--- config.mk ---
export PLATFORM = sky130hd
export DESIGN_NAME = axi4lite_regfile_slave
export DESIGN_NICKNAME = d
export VERILOG_FILES = /design/src/rtl/axi4lite_regfile_slave.sv
export SDC_FILE = /design/constraint.sdc
export NUM_CORES = 1
export LEC_CHECK = 0
export ABC_CLOCK_PERIOD_IN_PS = 2600
export CAP_MARGIN = 20
export CORE_AREA = 10 10 423 425
export CTS_CLUSTER_DIAMETER = 60
export DETAILED_ROUTE_END_ITERATION = 10
export DIE_AREA = 0 0 433 435
export SLEW_MARGIN = 20
export SYNTH_ARGS = -nofsm -noshare
export SYNTH_HDL_FRONTEND = slang
export SYNTH_SLANG_ARGS = --single-unit
--- constraint.sdc ---
create_clock -name s_axi_aclk -period 2.6 [get_ports s_axi_aclk]
set_clock_uncertainty 0.05 [all_clocks]
set_input_delay 0.26 -clock s_axi_aclk [delete_from_list [all_inputs] [get_ports s_axi_aclk]]
set_output_delay 0.26 -clock s_axi_aclk [all_outputs]
set_load 0.05 [all_outputs]
--- src/rtl/axi4lite_regfile_slave.sv ---
// AXI4-Lite register file: NUM_REGS x DATA_WIDTH registers with byte strobes, read-only status slots, SLVERR when out of range.
// Latency: B is valid 1 cycle after the later of the AW/W handshakes; R is valid 1 cycle after the AR handshake.
// Backpressure: one write in flight, AW/W readies drop while their buffer is full or B is pending; AR stalls while R is pending.
`timescale 1ns/1ps
module axi4lite_regfile_slave #(
    parameter int                  DATA_WIDTH = 32,
    parameter int                  ADDR_WIDTH = 6,
    parameter int                  NUM_REGS   = 16,
    parameter logic [NUM_REGS-1:0] RO_MASK    = '0
) (
    input  logic                           s_axi_aclk,
    input  logic                           s_axi_aresetn,
    input  logic [ADDR_WIDTH-1:0]          s_axi_awaddr,
    input  logic                           s_axi_awvalid,
    output logic                           s_axi_awready,
    input  logic [DATA_WIDTH-1:0]          s_axi_wdata,
    input  logic [DATA_WIDTH/8-1:0]        s_axi_wstrb,
    input  logic                           s_axi_wvalid,
    output logic                           s_axi_wready,
    output logic [1:0]                     s_axi_bresp,
    output logic                           s_axi_bvalid,
    input  logic                           s_axi_bready,
    input  logic [ADDR_WIDTH-1:0]          s_axi_araddr,
    input  logic                           s_axi_arvalid,
    output logic                           s_axi_arready,
    output logic [DATA_WIDTH-1:0]          s_axi_rdata,
    output logic [1:0]                     s_axi_rresp,
    output logic                           s_axi_rvalid,
    input  logic                           s_axi_rready,
    output logic [NUM_REGS*DATA_WIDTH-1:0] reg_q,
    input  logic [NUM_REGS*DATA_WIDTH-1:0] ro_data
);
    localparam int STRB_W = DATA_WIDTH / 8;
    localparam int OFS_W  = $clog2(STRB_W);
    localparam int IDX_W  = ADDR_WIDTH - OFS_W;
    // One extra bit so NUM_REGS == 2**IDX_W still compares correctly.
    localparam logic [IDX_W:0] NUM_REGS_W  = (IDX_W+1)'(NUM_REGS);
    localparam logic [1:0]     RESP_OKAY   = 2'b00;
    localparam logic [1:0]     RESP_SLVERR = 2'b10;

    logic                                rdy_en;
    logic [NUM_REGS-1:0][DATA_WIDTH-1:0] regs;
    logic                                aw_full, w_full;
    logic [IDX_W-1:0]                    aw_idx_q;
    logic [DATA_WIDTH-1:0]               w_dat_q;
    logic [STRB_W-1:0]                   w_strb_q;

    logic                  aw_hs, w_hs, ar_hs, commit;
    logic [IDX_W-1:0]      wr_idx, rd_idx;
    logic [DATA_WIDTH-1:0] wr_dat, rd_val;
    logic [STRB_W-1:0]     wr_strb;
    logic                  wr_in_range, rd_in_range;
    logic                  unused_addr_ofs;

    assign s_axi_awready = rdy_en & ~aw_full & ~s_axi_bvalid;
    assign s_axi_wready  = rdy_en & ~w_full & ~s_axi_bvalid;
    assign s_axi_arready = rdy_en & ~s_axi_rvalid;

    assign aw_hs = s_axi_awvalid & s_axi_awready;
    assign w_hs  = s_axi_wvalid & s_axi_wready;
    assign ar_hs = s_axi_arvalid & s_axi_arready;

    // Address and data may each come from the buffer or from this cycle's handshake.
    assign wr_idx      = aw_full ? aw_idx_q : s_axi_awaddr[ADDR_WIDTH-1:OFS_W];
    assign wr_dat      = w_full ? w_dat_q : s_axi_wdata;
    assign wr_strb     = w_full ? w_strb_q : s_axi_wstrb;
    assign commit      = (aw_full | aw_hs) & (w_full | w_hs);
    assign wr_in_range = {1'b0, wr_idx} < NUM_REGS_W;

    assign rd_idx      = s_axi_araddr[ADDR_WIDTH-1:OFS_W];
    assign rd_in_range = {1'b0, rd_idx} < NUM_REGS_W;

    assign unused_addr_ofs = ^{s_axi_awaddr[OFS_W-1:0], s_axi_araddr[OFS_W-1:0]};
    assign reg_q           = regs;

    always_comb begin
        rd_val = '0;
        for (int i = 0; i < NUM_REGS; i++) begin
            if (rd_idx == IDX_W'(i))
                rd_val = RO_MASK[i] ? ro_data[i*DATA_WIDTH +: DATA_WIDTH] : regs[i];
        end
    end

    always_ff @(posedge s_axi_aclk or negedge s_axi_aresetn) begin
        if (!s_axi_aresetn) rdy_en <= 1'b0;
        else                rdy_en <= 1'b1;
    end

    always_ff @(posedge s_axi_aclk or negedge s_axi_aresetn) begin
        if (!s_axi_aresetn) begin
            aw_full  <= 1'b0;
            w_full   <= 1'b0;
            aw_idx_q <= '0;
            w_dat_q  <= '0;
            w_strb_q <= '0;
        end else if (commit) begin
            aw_full <= 1'b0;
            w_full  <= 1'b0;
        end else begin
            if (aw_hs) begin
                aw_full  <= 1'b1;
                aw_idx_q <= s_axi_awaddr[ADDR_WIDTH-1:OFS_W];
            end
            if (w_hs) begin
                w_full   <= 1'b1;
                w_dat_q  <= s_axi_wdata;
                w_strb_q <= s_axi_wstrb;
            end
        end
    end

    // Read-only slots are never written, so their reg_q slices stay at reset value.
    always_ff @(posedge s_axi_aclk or negedge s_axi_aresetn) begin
        if (!s_axi_aresetn) begin
            regs <= '0;
        end else if (commit) begin
            for (int i = 0; i < NUM_REGS; i++) begin
                if (wr_idx == IDX_W'(i) && !RO_MASK[i]) begin
                    for (int b = 0; b < STRB_W; b++) begin
                        if (wr_strb[b]) regs[i][b*8 +: 8] <= wr_dat[b*8 +: 8];
                    end
                end
            end
        end
    end

    always_ff @(posedge s_axi_aclk or negedge s_axi_aresetn) begin
        if (!s_axi_aresetn) begin
            s_axi_bvalid <= 1'b0;
            s_axi_bresp  <= RESP_OKAY;
        end else if (commit) begin
            s_axi_bvalid <= 1'b1;
            s_axi_bresp  <= wr_in_range ? RESP_OKAY : RESP_SLVERR;
        end else if (s_axi_bvalid && s_axi_bready) begin
            s_axi_bvalid <= 1'b0;
        end
    end

    always_ff @(posedge s_axi_aclk or negedge s_axi_aresetn) begin
        if (!s_axi_aresetn) begin
            s_axi_rvalid <= 1'b0;
            s_axi_rdata  <= '0;
            s_axi_rresp  <= RESP_OKAY;
        end else if (ar_hs) begin
            s_axi_rvalid <= 1'b1;
            s_axi_rdata  <= rd_val;
            s_axi_rresp  <= rd_in_range ? RESP_OKAY : RESP_SLVERR;
        end else if (s_axi_rvalid && s_axi_rready) begin
            s_axi_rvalid <= 1'b0;
        end
    end
endmodule

# ---- Yosys cells after proc, flatten, opt, wreduce, memory -nomap -nowiden
# Index checks and enable logic that the tools add are counted.
dict set report classes {
  add_sub_neg 0
  mul 0
  div_mod_pow 0
  n_lt_le_gt_ge 0
  n_eq_ne 30
  shifts 0
  mux 27
  bitwise_logic 16
  reduce_logical 74
}
# operator count
set ops {}
lappend ops {{$mux W32} 17}
lappend ops {{$reduce_and A3 Y1} 64}
lappend ops {{$eq A4 B4 Y1 const B} 16}
lappend ops {{$eq A4 B3 Y1 const B} 8}
lappend ops {{$eq A4 B2 Y1 const B} 4}
lappend ops {{$and A1 B1 Y1} 9}
lappend ops {{$eq A4 B1 Y1 const B} 2}
lappend ops {{$logic_not A4 Y1} 2}
lappend ops {{$mux W1} 8}
lappend ops {{$mux W4} 2}
lappend ops {{$reduce_bool A2 Y1} 4}
lappend ops {{$not A1 Y1} 5}
lappend ops {{$reduce_and A2 Y1} 2}
lappend ops {{$logic_and A1 B1 Y1} 2}
lappend ops {{$or A1 B1 Y1} 2}
dict set report totals {
  regBits 589
  latch_bits 0
  ramBits 0
  romBits 0
  in_bits 567
  out_inout_bits 553
  elab_cells 220
  n_memories 0
}

# ---- Depth between registers and ports, before layout
# Gate-level depths: netlist of the first run.
dict set report logic_depth {
  ltp_word 17
  ltp_mapped 9
}

# ---- Least setup slack after synthesis of the first run
# Ideal clock, no wire load.
dict set report synth_path {
  path_kind {register to register}
  from {register s_axi_bvalid}
  to {register regs (netlist bit reg_q[392])}
  t_arrival_ns 2.055
  required_ns 2.425
  setup_slack_ns 0.370
  stages_incl_launch_ff 7
  n_path_buf 1
  period_less_slack_ns 2.230
  cell_sequence {dfrtp_1 -> and3b_1 -> o22ai_4 -> a21oi_2 -> buf_4 -> nand2_1 -> mux2_2}
}
dict set report synth_between {
  elab_chain_cells 6
  word_cells_on_any_way 9
}
# item line_no
set synth_rtl {}
lappend synth_rtl {{start: declaration} 21} ;# output logic s_axi_bvalid,
lappend synth_rtl {{start signal: assignment} 129} ;# s_axi_bvalid <= 1'b0;
lappend synth_rtl {{start signal: assignment} 132} ;# s_axi_bvalid <= 1'b1;
lappend synth_rtl {{start signal: assignment} 135} ;# s_axi_bvalid <= 1'b0;
lappend synth_rtl {{$not A1 Y1 *} {55, 56}}
lappend synth_rtl {{$and A1 B1 Y1 (on tied branches)} {55, 56}}
lappend synth_rtl {{$and A1 B1 Y1 (on tied branches)} {59, 60}}
lappend synth_rtl {{$or A1 B1 Y1} 67} ;# assign commit = (aw_full | aw_hs) & (w_full | w_hs);
lappend synth_rtl {{$and A1 B1 Y1 *} 67}
lappend synth_rtl {{$reduce_and A3 Y1 (no line) *} -}
lappend synth_rtl {{end signal: indexed assignment} 120} ;# if (wr_strb[b]) regs[i][b*8 +: 8] <= wr_dat[b*8 +: 8];
lappend synth_rtl {{end: declaration} 42} ;# logic [NUM_REGS-1:0][DATA_WIDTH-1:0] regs;
# Mark *: on every way between the ends. The rest lies on a longest branch, timed or not.
# A chain may end at the register's enable or synchronous reset.

# ---- Final worst setup path of the first run
dict set report layout_path {
  from {register regs (netlist bit reg_q[483])}
  to {output port reg_q[483]}
}
# item line_no
set layout_rtl {}
lappend layout_rtl {{end: declaration} 30} ;# output logic [NUM_REGS*DATA_WIDTH-1:0] reg_q,
# No word-level cell between the ends.

==> results.cfg, run 1 <==
[grt]
grt_pass1_vias = 24100
grt_pass1_wl_mm = 226
grt_use_total = 0.175
grt_overflow = 0
grt_max_degree = 114
grt_antenna_before_repair = 28

[clock_network]
h-tree-depth = 3
cts-buffers-inserted = 83
root_buffer = clkbuf_16
clkTransAtPathRegs_ns = 0.06
post_cts_buffers = 0
max-clock-path-buffers = 3
clock_latency_ns = 0.70
clock_sinks = 589
cts_tree = yes

[logic_synthesis]
ys_seq_elements = 589
syn-instance-count = 2181
synth_top_area_cell = dfrtp_1
synth_area_mm2 = 0.0279
yosysWarnings = 0
synth_cell_types = 69
synth.avg_cell_area_um2 = 12.8
ys_seq_area_frac = 0.528
synth_area_leaders = dfrtp_1 53%, mux2_2 24%, mux2i_1 1.8%
netlist_top_cells_count = 599 x mux2_2, 589 x dfrtp_1, 101 x nand2_1, 90 x a21oi_1, 87 x o21ai_0
synth_edf_count = 0
synthDominantCellAreaShare = 0.528
post-synth-top-count-cell = mux2_2
synthArstFlopShare = 1.00
synth_ff_type = dfrtp_1

[timing]
tightestPinTransition_ns = 0.822
layout_min_cycle_time_ns = 2.50
slew_viol_final = 0
hold-worst-slack_ns = 0.0615
finalSetupViolations = 0
rsz0062_at_grt = false
finalCritPeriodShare = 0.960
maxSlewHeadroom = 0.446
finalHoldViolCount = 0
max_freq_ghz = 0.401

[critical_path]
cp-start-kind = register
worstPathRequired_ns = 2.29
arrival_ns = 2.19
slowest_delay_ns = 1.02
path_class = reg2out
slowest_stage = clkdlybuf4s50_1
critPathCaptureType = output pin
path_buf_inv = 1
path_cells = clkdlybuf4s50_1
critical-path-top-delay-family = buffers and inverters
cp_max_fo = 3

[final_layout]
drive_gt1_frac = 0.375
fillerInstances = 17800
fin_nets = 3560
area.growth.synth_to_final_pct = 50.8
final_cell_area_mm2 = 0.0421

[floorplanning]
boundaryPins = 1120
die_w_um = 433
core_area_mm2 = 0.171
dieArea_mm2 = 0.188
rows = 152
die_y_um = 435
start_util = 0.164

[place]
dp_hpwl_mm = 137
gp_congestion = 0.898
postPlaceCellArea_mm2 = 0.0392
port_buffers = 599

[power_and_ir_drop]
p_per_area_mw_per_mm2 = 1330
p_leak_nw = 18.5
vdd_drop_max_uv = 556
p_total_mw = 55.8

[detailed_routing]
dr.pass1.iters = 8
drt_wl_total_mm = 172
wl_per_cell_um = 32.4
routed-via-count = 23700
routed_via_density = 4.47
drc = 0
final_antenna_net_count = 0
drtIter0Drc = 1867

[min_path]
hold_class = in2reg

[flow_run]
max-cap-violations = 0

[outcome]
outcome = finished, final reports clean
[path summary, 6_finish.rpt]
path                                              from  slack [ns]  depth (start not counted)                          end
max reg2reg                        aw_full$_DFFE_PN0P_        0.12                          6        reg_q[36]$_DFFE_PN0P_
min in group asynchronous                s_axi_aresetn        0.19                          3        reg_q[24]$_DFFE_PN0P_
max                             reg_q[483]$_DFFE_PN0P_        0.10                          1                   reg_q[483]
max in group asynchronous                s_axi_aresetn        1.62                          3       reg_q[179]$_DFFE_PN0P_
min                                       s_axi_bready        0.06                          2     s_axi_bvalid$_DFFE_PN0P_
min reg2reg                s_axi_rdata[11]$_DFFE_PN0P_        0.43                          2  s_axi_rdata[11]$_DFFE_PN0P_
[state kept, by name (all words and copies together), names as in the netlist]
name and count:
w_strb_q 4, s_axi_rvalid 1, w_dat_q 32, rdy_en 1, aw_full 1, s_axi_rdata 32
reg_q 512, s_axi_bvalid 1, aw_idx_q 4, w_full 1
[per-stage QoR]
stage / utilization / cells / setup TNS [ns] / setup WS [ns]
5_1_grt: 0.247 / 5293 / 0 / 0.0309
2_1_floorplan: - / 2184 / 0 / 0.370
4_1_cts: 0.246 / 5289 / 0 / 0.0270
6_report: 0.247 / 5301 / 0 / 0.104
3_5_place_dp: 0.230 / 5139 / -0.351 / -0.0643
3_3_place_gp: 0.230 / 5139 / -0.0222 / -0.00993
[layout by cell type, fill, tap and decap left out, drive strengths merged, types with 10 or more instances in the layout]
master | Yosys | layout
mux2 | 611 | 611
dfrtp | 589 | 589
clkdlybuf4s50 | 0 | 549
buf | 71 | 325
nand2 | 128 | 128
clkbuf | 81 | 118
a21oi | 92 | 92
o21ai | 87 | 87
nor2 | 57 | 57
mux2i | 51 | 51
o22ai | 35 | 35
nand3 | 27 | 27
o211ai | 22 | 22
inv | 7 | 22
a22o | 20 | 20
mux4 | 20 | 20
nor2b | 20 | 20
nor3 | 17 | 17
a31oi | 14 | 14
nand2b | 13 | 13
diode | 0 | 12
a22oi | 12 | 12
or2 | 12 | 12
a211oi | 12 | 12
o21a | 11 | 11
a221oi | 11 | 11
o311ai | 11 | 11
a21boi | 10 | 10
o2bb2ai | 10 | 10
[routing by layer]
layer	vias up	GRT usage	routed length, µm
li1	9843	-	-
met4	28	0.124	14400
met3	379	0.0591	14600
met5	-	0.000256	170
met1	12300	0.182	59400
met2	1150	0.296	83200
[repair_timing]
item                       in CTS  in global routing
setup endpoints to repair       0                 32
resized for setup               0                  1
hold endpoints to repair      392                  0
hold buffers                    2                  0
[power breakdown]
part / switching [mW] / internal, mW
Sequential: 3.34 / 12.6
Clock: 4.77 / 6.88
Combinational: 19.0 / 9.26
[cells by family after synthesis]
logic type | synth area share
AOI/OAI and AO/OA | 0.106
buffers and inverters | 0.0267
DFF | 0.528
muxes | 0.281
other | 0.000269
and+or+nand+nor | 0.0574
[area by class of cell]
class | count | area, µm² | share of cell area
tap | 2233 | 2790 | 0.0664
clock buffer | 117 | 2410 | 0.0574
antenna | 12 | 30.0 | 0.000714
multi-input combinational | 1434 | 12500 | 0.296
sequential | 589 | 14700 | 0.350
inverter | 9 | 33.8 | 0.000803
timing repair buffer | 876 | 9190 | 0.218
clock inverter | 31 | 400 | 0.00952
No activity file was read; power rests on OpenSTA's default activity.
==> inputs of run 2 (changes only) <==
--- a/config.mk
+++ b/config.mk
@@ -11,6 +11,7 @@
 export CTS_CLUSTER_DIAMETER = 60
 export DETAILED_ROUTE_END_ITERATION = 10
 export DIE_AREA = 0 0 433 435
+export DONT_BUFFER_PORTS = 1
 export SLEW_MARGIN = 20
 export SYNTH_ARGS = -nofsm -noshare
 export SYNTH_HDL_FRONTEND = slang
==> results.cfg, run 2 (synthesis results as in run 1) <==
[detailed_routing]
drt_wl_total_mm = 173
wl_per_cell_um = 36.2
routed_via_density = 4.61
routed-via-count = 22000
drtIter0Drc = 2350
dr.pass1.iters = 6
final_antenna_net_count = 0
drc = 0

[place]
gp_congestion = 0.860
postPlaceCellArea_mm2 = 0.0330
pre_cts_slack_ns = 0.0764
port_buffers = 0
dp_hpwl_mm = 128

[timing]
tightestPinTransition_ns = 1.05
maxSlewHeadroom = 0.300
rsz0062_at_grt = false
worst_slack_ns = 0.0516
finalCritPeriodShare = 0.980
finalSetupViolations = 0
setup_tns_ns = 0
hold-worst-slack_ns = -0.785
finalHoldViolCount = 422
max_freq_ghz = 0.392
layout_min_cycle_time_ns = 2.55
slew_viol_final = 0

[floorplanning]
core_area_mm2 = 0.171
rows = 152
die_w_um = 433
boundaryPins = 1120
start_util = 0.164
die_y_um = 435
dieArea_mm2 = 0.188

[clock_network]
clock_latency_ns = 0.72
cts_tree = yes
h-tree-depth = 3
max-clock-path-buffers = 3
holdBufCountCts = 58
post_cts_buffers = 0
clock_sinks = 589
cts-buffers-inserted = 81
root_buffer = clkbuf_16
clkTransAtPathRegs_ns = 0.05

[critical_path]
critPathCaptureType = register
cp_max_fo = 54
worstPathRequired_ns = 3.14
slowest_delay_ns = 1.04
path_cells = dlygate4sd3_1 > buf_12 > nand2_1 > nor2_2 > buf_4 > a221oi_1 > o221a_2 > a311oi_1
path_class = in2reg
slowest_stage = dlygate4sd3_1
cp-start-kind = input pin
arrival_ns = 3.09

[grt]
grt_pass1_wl_mm = 224
grt_pass1_vias = 22000
grt_max_degree = 590
grt_antenna_before_repair = 15
grt_overflow = 0
grt_use_total = 0.177

[min_path]
hold_class = in2async

[outcome]
outcome = finished with violations
violations = hold timing

[final_layout]
area.growth.synth_to_final_pct = 31.1
drive_gt1_frac = 0.448
multi_input_area_mm2 = 0.0125
fin_nets = 3034
mostFrequentLayoutCells = 599 x mux2_2, 587 x dfrtp_1, 231 x buf_4
largest_reg_flops = 512
regArea_mm2 = 0.0147
layout_commonest_cell = mux2_2
fillerInstances = 18100
final_cell_area_mm2 = 0.0366

[power_and_ir_drop]
vdd_drop_max_uv = 732
p_total_mw = 50.6
p_per_area_mw_per_mm2 = 1380
p_leak_nw = 16.5

[flow_run]
max-cap-violations = 0
[run 2: changes by cell type in the layout (fill, tap and decap cells not counted), sizes merged]
cell | previous run | this run
clkdlybuf4s50 | 549 | 0
dlygate4sd3 | 1 | 53
buf | 325 | 299
clkbuf | 118 | 107
diode | 12 | 6
clkinv | 9 | 13
bufinv | 3 | 6
clkinvlp | 6 | 3
inv | 22 | 23
[run 2: worst paths after layout]
| path | to | from | depth (start not counted) | slack [ns] |
|---|---|---|---|---|
| setup / recovery | s_axi_rdata[3]$_DFFE_PN0P_ | s_axi_araddr[4] | 8 | 0.05 |
| hold / removal | reg_q[188]$_DFFE_PN0P_ | s_axi_aresetn | 0 | -0.79 |
| setup reg to reg | reg_q[173]$_DFFE_PN0P_ | rdy_en$_DFF_PN0_ | 7 | 0.22 |
| hold reg to reg | w_dat_q[4]$_DFFE_PN0P_ | w_dat_q[4]$_DFFE_PN0P_ | 1 | 0.45 |
| max in group asynchronous | reg_q[331]$_DFFE_PN0P_ | s_axi_aresetn | 2 | 1.56 |
| min in group s_axi_aclk | s_axi_rdata[19]$_DFFE_PN0P_ | s_axi_araddr[3] | 4 | 0.05 |
[run 2: cell type report]
| cell class | instances | share of cell area |
|---|---|---|
| inverters | 9 | 0.000923 |
| flip-flops and latches | 589 | 0.403 |
| diodes | 6 | 0.000410 |
| clock buffers | 107 | 0.0627 |
| well taps | 2233 | 0.0764 |
| clock inverters | 36 | 0.0143 |
| multi-input cells | 1434 | 0.342 |
| repair buffers | 352 | 0.100 |
[run 2: repair_timing]
action / CTS / global route
endpoints found under the setup margin: 0 / 32
endpoints found under the hold margin: 711 / 422
gates resized for setup: 0 / 1
[run 2: metal layers]
| metal | track usage | share of wire |
|---|---|---|
| met1 | 0.187 | 0.34 |
| met2 | 0.299 | 0.49 |
| met3 | 0.0580 | 0.090 |
| met4 | 0.119 | 0.080 |
| met5 | 0 | 0 |
[run 2: worst max-delay path: cells and delay by family]
family	cells	cell delay [ns]
AO/OA/AOI/OAI	3	0.50
buffers and inverters	3	1.64
AND/OR/NAND/NOR	2	0.64
[run 2: stage by stage]
step | hold slack, ns | std cells | utilization
2_1_floorplan | -0.0856 | 2184 | -
3_3_place_gp | -0.0375 | 4556 | 0.194
3_5_place_dp | -0.0462 | 4556 | 0.194
4_1_cts | -0.835 | 4757 | 0.214
5_1_grt | -0.850 | 4762 | 0.214
6_report | -0.785 | 4766 | 0.214
[run 2: report_power, final]
| group | switching [mW] | leakage, nW | total, mW | internal, mW |
|---|---|---|---|---|
| Sequential | 13.7 | 7.92 | 26.1 | 12.3 |
| Combinational | 7.78 | 7.22 | 12.8 | 4.98 |
| Clock | 4.80 | 1.38 | 11.7 | 6.93 |
